## src/rtl/vc_arbiter.sv

```systemverilog
// Two-VC arbiter feeding two destination FIFOs. VC0 has priority; a
// programmable starvation guard hands every (threshold+1)-th grant to VC1
// while VC1 keeps waiting. The popped word is registered and pushed to the
// destination FIFO one cycle after the pop.
module vc_arbiter #(
    parameter int data_width = 6,
    parameter int dest_bit   = 4
) (
    input  logic                  clk,
    input  logic                  reset,
    input  logic                  init,
    input  logic [3:0]            umbral_starve,
    input  logic                  vc0_empty,
    input  logic                  vc1_empty,
    input  logic [data_width-1:0] vc0_data,
    input  logic [data_width-1:0] vc1_data,
    input  logic                  d0_almost_full,
    input  logic                  d1_almost_full,
    output logic                  vc0_pop,
    output logic                  vc1_pop,
    output logic                  d0_push,
    output logic                  d1_push,
    output logic [data_width-1:0] data_out,
    output logic [1:0]            state_out
);

    typedef enum logic [1:0] {
        S_RESET  = 2'b00,
        S_INIT   = 2'b01,
        S_IDLE   = 2'b10,
        S_ACTIVE = 2'b11
    } state_t;

    state_t                state_q, state_d;
    logic [3:0]            thr_q, thr_d;
    logic [3:0]            starve_q, starve_d;
    logic                  d0_push_q, d0_push_d;
    logic                  d1_push_q, d1_push_d;
    logic [data_width-1:0] data_out_q, data_out_d;

    logic elig0, elig1, serving, guard, grant0, grant1;

    // Eligibility: head present and its destination FIFO has room.
    always_comb begin
        elig0   = !vc0_empty && !(vc0_data[dest_bit] ? d1_almost_full : d0_almost_full);
        elig1   = !vc1_empty && !(vc1_data[dest_bit] ? d1_almost_full : d0_almost_full);
        serving = (state_q == S_IDLE) || (state_q == S_ACTIVE);
        guard   = (thr_q != 4'd0) && (starve_q == thr_q) && elig1;
        grant1  = serving && elig1 && (!elig0 || guard);
        grant0  = serving && elig0 && !grant1;
    end

    // Next-state logic; threshold is captured only on the INIT exit edge.
    always_comb begin
        state_d = state_q;
        thr_d   = thr_q;
        case (state_q)
            S_RESET:  state_d = S_INIT;
            S_INIT: begin
                if (init) begin
                    state_d = S_IDLE;
                    thr_d   = umbral_starve;
                end
            end
            S_IDLE:   if (elig0 || elig1) state_d = S_ACTIVE;
            S_ACTIVE: if (!(elig0 || elig1)) state_d = S_IDLE;
            default:  state_d = S_RESET;
        endcase
    end

    // Starve counter and registered push path for the granted word.
    always_comb begin
        starve_d   = starve_q;
        d0_push_d  = 1'b0;
        d1_push_d  = 1'b0;
        data_out_d = data_out_q;
        if (grant1 || !elig1) begin
            starve_d = 4'd0;
        end else if (grant0) begin
            starve_d = starve_q + 4'd1;
        end
        if (grant0) begin
            d0_push_d  = !vc0_data[dest_bit];
            d1_push_d  = vc0_data[dest_bit];
            data_out_d = vc0_data;
        end else if (grant1) begin
            d0_push_d  = !vc1_data[dest_bit];
            d1_push_d  = vc1_data[dest_bit];
            data_out_d = vc1_data;
        end
    end

    // State registers; reset drops any in-flight push immediately.
    always_ff @(posedge clk or negedge reset) begin
        if (!reset) begin
            state_q    <= S_RESET;
            thr_q      <= '0;
            starve_q   <= '0;
            d0_push_q  <= 1'b0;
            d1_push_q  <= 1'b0;
            data_out_q <= '0;
        end else begin
            state_q    <= state_d;
            thr_q      <= thr_d;
            starve_q   <= starve_d;
            d0_push_q  <= d0_push_d;
            d1_push_q  <= d1_push_d;
            data_out_q <= data_out_d;
        end
    end

    // Output mapping.
    always_comb begin
        vc0_pop   = grant0;
        vc1_pop   = grant1;
        d0_push   = d0_push_q;
        d1_push   = d1_push_q;
        data_out  = data_out_q;
        state_out = state_q;
    end

endmodule

```

## config.mk

```make
export PLATFORM = sky130hd
export DESIGN_NAME = vc_arbiter
export DESIGN_NICKNAME = d
export VERILOG_FILES = /design/src/rtl/vc_arbiter.sv
export SDC_FILE = /design/constraint.sdc
export NUM_CORES = 1
export LEC_CHECK = 0
export CAP_MARGIN = 0
export CORE_AREA = 3 3 54 56
export DETAILED_ROUTE_END_ITERATION = 16
export DIE_AREA = 0 0 57 59
export MAX_ROUTING_LAYER = met4
export PLACE_DENSITY = 0.8
export SLEW_MARGIN = 20
export SYNTH_ARGS = -nofsm -noshare
export SYNTH_HDL_FRONTEND = slang
export SYNTH_SLANG_ARGS = --single-unit
```

## constraint.sdc

```tcl
create_clock -name clk -period 1.5 [get_ports clk]
set_input_delay 0.225 -clock clk [delete_from_list [all_inputs] [get_ports clk]]
set_output_delay 0.225 -clock clk [all_outputs]
set_load 0.005 [all_outputs]
```

Word-level counts from Yosys, hierarchy flattened
Index checks and enable logic that the tools add are counted.
Storage, ports and cells
  register bits: 18
  input bits: 23
  word-level logic and storage cells: 55
Cells by class
  add/sub/neg operators: 1
  equal/unequal tests: 7
  mux-type cells: 14
  reduce and logical (&&, ||, !) cells: 27
Operators with widths (count)
  6-bit 2-to-1 mux: 2
  1-bit logical NOT: 9
  1-bit logical AND: 8
  4-bit 2-to-1 mux: 2
  2-bit case mux with 4 select lines: 1
  1-bit 2-to-1 mux: 6
  2-bit 2-to-1 mux: 3
  4-bit by 1-bit adder with 4-bit output (second input constant): 1
  2-bit equality test (second input constant): 2
  4-bit equality test: 1
  1-bit logical OR: 4
  2-bit != test (second input constant): 2
  2-bit nonzero test: 2
  4-bit nonzero test: 1
  3-bit AND reduction: 1
  2-bit by 1-bit equality test with 1-bit output (second input constant): 1
  2-bit logical NOT: 1
  2-bit by 1-bit != test with 1-bit output (second input constant): 1
  2-bit AND reduction: 1

Logic depth before layout (Yosys ltp)
Gate-level depths: netlist (run 1).
  word-level depth: 10
  mapped depth: 6
  depth with buffers taken out: 6

Least setup slack after synthesis (run 1)
No wires, ideal clock.
  kind: register to register
  start: register thr_q[0]
  end: register d1_push_q (netlist: d1_push)
  setup time: 0.121 ns
  arrival: 1.510 ns
  path slack: -0.131 ns
  cell stages (with the launch flop): 7
  cell sequence: dfrtp_1 -> or4_4 -> nand4b_4 -> o211ai_4 -> inv_6 -> nor2_4 -> a22o_1
On the way
  longest elaborated chain between the ends: 8
  elaborated cells on any way between the ends: 10
  those cells by class: 1 x eq/ne; 2 x mux; 7 x reduce/logical
RTL lines
  start, declared: RTL line 35  | logic [3:0] thr_q, thr_d;
  start signal, assigned: RTL line 104  | thr_q <= thr_d;
  4-bit equality test or 4-bit nonzero test (tied branches): RTL line 48  | guard = (thr_q != 4'd0) && (starve_q == thr_q) && elig1;
  1-bit logical AND (*) (2 in a row): RTL line 48
  1-bit logical OR (*): RTL line 49  | grant1 = serving && elig1 && (!elig0 || guard);
  1-bit logical AND (*): RTL line 49
  1-bit logical NOT (*): RTL line 50  | grant0 = serving && elig0 && !grant1;
  1-bit logical AND (*): RTL line 50
  via vc0_pop: RTL line 19  | output logic vc0_pop,
  1-bit 2-to-1 mux (*): RTL line 82  | if (grant0) begin
  via d1_push_d: RTL line 38  | logic d1_push_q, d1_push_d;
  end signal, assigned: RTL line 107  | d1_push_q <= d1_push_d;
  end, declared: RTL line 38
The timed path passes the listed nets; every way through them passes the cells marked *.
A chain may end at the register's enable or synchronous reset.

Worst setup path in the final report (run 1)
  start: register thr_q[0]
  end: output vc0_pop
On the way
  longest elaborated chain between the ends: 7
  elaborated cells on any way between the ends: 8
  those cells by class: 1 x eq/ne; 7 x reduce/logical
RTL lines (RTL line)
  4-bit equality test or 4-bit nonzero test (tied branches): 48
  1-bit logical AND (*) (2 in a row): 48
  1-bit logical OR (*): 49
  1-bit logical AND (*): 49
  1-bit logical NOT (*): 50
  1-bit logical AND (*): 50
  end, declared: 19
Every way passes the cells marked *; elsewhere a longest branch is shown, timed or not.

==> results of run 1 <==
-- state kept, by name, summed over array words and instances (netlist names) --
| signal | cells |
|---|---|
| d1_push | 1 |
| data_out | 6 |
| state_out | 2 |
| thr_q | 4 |
| d0_push | 1 |
| starve_q | 4 |
-- report_power, final --
part / switching [mW] / internal, mW / total, mW
clock: 0.159 / 0.148 / 0.307
combinational: 0.252 / 0.392 / 0.644
sequential: 0.0453 / 0.550 / 0.595
total: 0.456 / 1.09 / 1.55
-- routing by layer --
layer | vias to the layer above | GRT usage, %
li1 | 451 | -
met1 | 499 | 23.6
met2 | 24 | 34.3
met3 | 8 | 3.49
met4 | 0 | 6.95
met5 | - | -
-- cells in the final DEF, fill, tap and decap left out, types with 2 or more instances in the layout --
master	netlist	final
sky130_fd_sc_hd__o22ai_2	0	4
sky130_fd_sc_hd__clkdlybuf4s50_1	0	30
sky130_fd_sc_hd__nor3_1	7	3
sky130_fd_sc_hd__a21oi_1	3	2
sky130_fd_sc_hd__o21ai_1	4	3
sky130_fd_sc_hd__buf_4	0	27
sky130_fd_sc_hd__nand3_2	0	2
sky130_fd_sc_hd__a22oi_2	0	2
sky130_fd_sc_hd__mux2_2	5	4
sky130_fd_sc_hd__nor3_2	0	4
sky130_fd_sc_hd__buf_6	0	9
sky130_fd_sc_hd__dfrtp_1	18	17
sky130_fd_sc_hd__xor2_1	2	2
sky130_fd_sc_hd__nand3b_1	2	2
sky130_fd_sc_hd__xnor2_2	0	2
sky130_fd_sc_hd__nor2_1	4	4
sky130_fd_sc_hd__clkbuf_4	0	3
sky130_fd_sc_hd__nand2b_1	3	3
sky130_fd_sc_hd__nand2_1	4	4
sky130_fd_sc_hd__nor2_4	2	2
-- final cells by class --
class                   count  share of cell area, %
well taps                  30                   2.10
clock buffers               4                   2.03
inverters                   2                  0.701
repair buffers             69                   35.3
multi-input cells          63                   34.5
flip-flops and latches     18                   25.3
-- through the flow --
step                hold slack (ps)  instances  power (mW)  util (%)  instance area (um^2)
finish                          261        186        1.55      72.0                  1780
floorplan                     -70.6         84       0.780         -                   950
CTS                             248        184        1.49      69.4                  1720
global placement                494        171        1.06      60.7                  1500
global route                    276        186        1.62      72.0                  1780
detailed placement              493        171        1.08      60.7                  1500
-- logic make-up after synthesis --
logic type	Yosys count
AOI/OAI and AO/OA	21
xor gates and xnor gates	6
adders and majority gates	1
buffers and inverters	3
DFF	18
muxes	6
and+or+nand+nor	29
-- repair_timing --
item,in CTS,in global routing
setup endpoints to repair,15,15
endpoints found under the hold margin,0,0
cloned,0,0
gates resized for setup,34,13
pin swaps,14,11
buffers inserted,9,6
-- final timing paths --
check | end
setup reg to reg | data_out[3]
hold reg to reg | state_out[1]
min in group clk | d1_push
setup / recovery | vc0_pop
max in group asynchronous | state_out[1]
hold / removal | data_out[4]
-- synth_stat cells --
library cell                 n
sky130_fd_sc_hd__o2bb2ai_1   1
sky130_fd_sc_hd__o211ai_4    1
sky130_fd_sc_hd__nand3_1     2
sky130_fd_sc_hd__nor2b_1     1
sky130_fd_sc_hd__nand3b_1    2
sky130_fd_sc_hd__a21boi_0    1
sky130_fd_sc_hd__nand4_1     1
sky130_fd_sc_hd__inv_1       1
sky130_fd_sc_hd__ha_1        1
sky130_fd_sc_hd__a22oi_1     2
sky130_fd_sc_hd__nor2b_2     1
sky130_fd_sc_hd__xnor2_1     4
sky130_fd_sc_hd__nor3_1      7
sky130_fd_sc_hd__nor2_4      2
sky130_fd_sc_hd__clkbuf_1    1
sky130_fd_sc_hd__nand2_1     4
sky130_fd_sc_hd__nand2b_1    3
sky130_fd_sc_hd__a21oi_1     3
sky130_fd_sc_hd__nor2_1      4
sky130_fd_sc_hd__inv_6       1
sky130_fd_sc_hd__a22o_1      1
sky130_fd_sc_hd__mux2_2      5
sky130_fd_sc_hd__mux2i_2     1
sky130_fd_sc_hd__o21ai_1     4
sky130_fd_sc_hd__or4_4       1
sky130_fd_sc_hd__xor2_1      2
sky130_fd_sc_hd__a21o_1      1
sky130_fd_sc_hd__o21ai_2     1
sky130_fd_sc_hd__dfrtp_1    18
sky130_fd_sc_hd__nand4b_4    1
sky130_fd_sc_hd__o21a_1      2
sky130_fd_sc_hd__o22ai_1     4
==> flow_summary.yaml, run 1 <==
finish:
  final.fill_count: 176
  layout.nets: 181
  multi_input_area_um2: 616
  antenna_cells_inserted: 0
  final-seq-area_um2: 452
  area_growth_pct: 89.4
  final_layout_size_suffix_gt1_share_pct: 49.4
global_routing:
  via_count_of_the_first_global_routing_pass: 1066
  grt_antenna_before_repair: 0
  grt_max_degree: 19
  grt_usage_pct: 19.9
  first_pass_grt_wire_length_um: 5060
  grt_overflow_total: 0
yosys:
  area_share_of_and_or_nand_nor_cells_after_synthesis_pct: 19.9
  synthDominantAreaCellType: "sky130_fd_sc_hd__dfrtp_1"
  dominant_combinational_cell_family_by_area_after_synthesis: "simple AND/OR/NAND/NOR gates"
  syn_nets: 108
  synth_cell_type_count: 32
  total_standard_cell_area_after_synthesis_um2: 942
  ys_ff_latch: 18
  yosys_warning_count: 0
  synth_top_area_share_pct: 47.8
  synth_compound_area_share_pct: 16.2
  ys_seq_area_share_pct: 47.8
  synth_xor_area_share_pct: 5.58
  syn_area_per_cell_um2: 11.2
  synth_mux_area_share_pct: 7.44
  post_synth_fa_ha_maj_area_fraction_pct: 1.33
  syn_inst: 84
  synth.top_cells.by_area: "sky130_fd_sc_hd__dfrtp_1, sky130_fd_sc_hd__mux2_2, sky130_fd_sc_hd__nor3_1"
setup_path:
  critical_path.endpoint_type: "output pin"
  cp.required_ps: 1270
  first_element_of_the_critical_path: "thr_q[0]"
  timing.critical_path.max_delay_family: "simple AND/OR/NAND/NOR gates"
  critical_path_cell_count: 6
  timing.rr.start: "thr_q[3]"
  crit_slowest_cell: "sky130_fd_sc_hd__or4_4"
  critical_path.startpoint_type: "register"
  timing.critical_path.arrival_ps: 1720
  critical-path-max-stage-delay_ps: 560
  regToRegSetupSlack_ps: -350
  crit_path_max_fanout: 3
  worst_path_bufs_invs: 3
  critical_path.most_common_cell: "sky130_fd_sc_hd__buf_6"
  timing.setup.critical_path_class: "reg -> out"
  worst-r2r-cell-count: 9
  crit_path_cell_trace: "or4_4 > nand4b_4 > o211ai_4 > clkinv_4 > buf_6 > buf_6"
worst_hold_path:
  min_path_type: "in -> async"
clocking:
  clock_tree.buffer_depth: 2
  clock_insertion_delay_worst_skew_ps: 300
  clock-sinks: 18
  cts_tree: "built"
  cts-buffers-inserted: 3
  clkTransAtPathRegs_ps: 120
  cts-htree-levels: 1
  cts.hold.buffers_added: 0
  clock-root-buffer: "sky130_fd_sc_hd__clkbuf_4"
routing:
  drc: 0
  drt_iter0_markers: 33
  wl_met1_um: 1300
  vias: 982
  wl_per_cell_um: 17.4
  detail_route.wirelength_um: 3240
  antenna_violating_nets_post_route: 0
  routed-wl-met2_um: 1760
  viasPerCell: 5.28
  top_layer_used: "met4"
  dr_wl_met3_um: 89
  drt-pass1-iter-count: 4
floorplan:
  start_util_pct: 38.0
  die_area_mm2: 0.00336
  floorplan.rows: 18
  die_width_um: 57
  placeable_core_region_mm2: 0.00248
  io_pins: 35
  die_h_um: 59
power_and_ir_drop:
  power.leakage_nw: 0.780
  power.density_cell_area_mw_per_mm2: 867
  vdd_drop_max_uv: 751
sta:
  max_slew.worst_pin.slew_ps: 397
  fin_crit_sh_pct: 129
  setup_slack_ps: -442
  grt_setup_unrepaired: "true"
  fin_tns_setup_ps: -3880
  highest_clock_rate_mhz: 515
  final-hold-violation-count: 0
  slew_viol_final: 0
  slew_headroom_pct: 73.3
  layout_min_cycle_time_ps: 1940
  setup_viol: 14
  clock_skew_ps: 13.9
placement:
  gpl.final_weighted_congestion: 0.774
  buffer_ports.inserted: 34
  placement.setup.worst_slack_ps: -841
  detailed_place_hpwl_um: 2130
flow_run:
  cap_violations: 0
outcome:
  run_status: "complete, but fails checks"
  failed_checks: "negative setup slack"
No activity file was read; power rests on OpenSTA's default activity.
==> run 2, diff against run 1 <==
--- a/config.mk
+++ b/config.mk
@@ -11,7 +11,6 @@
 export DIE_AREA = 0 0 57 59
 export MAX_ROUTING_LAYER = met4
 export PLACE_DENSITY = 0.8
-export SLEW_MARGIN = 20
 export SYNTH_ARGS = -nofsm -noshare
 export SYNTH_HDL_FRONTEND = slang
 export SYNTH_SLANG_ARGS = --single-unit
==> results of run 2 <==
The final DEF is identical to that of run 1; final timing and power are the same.
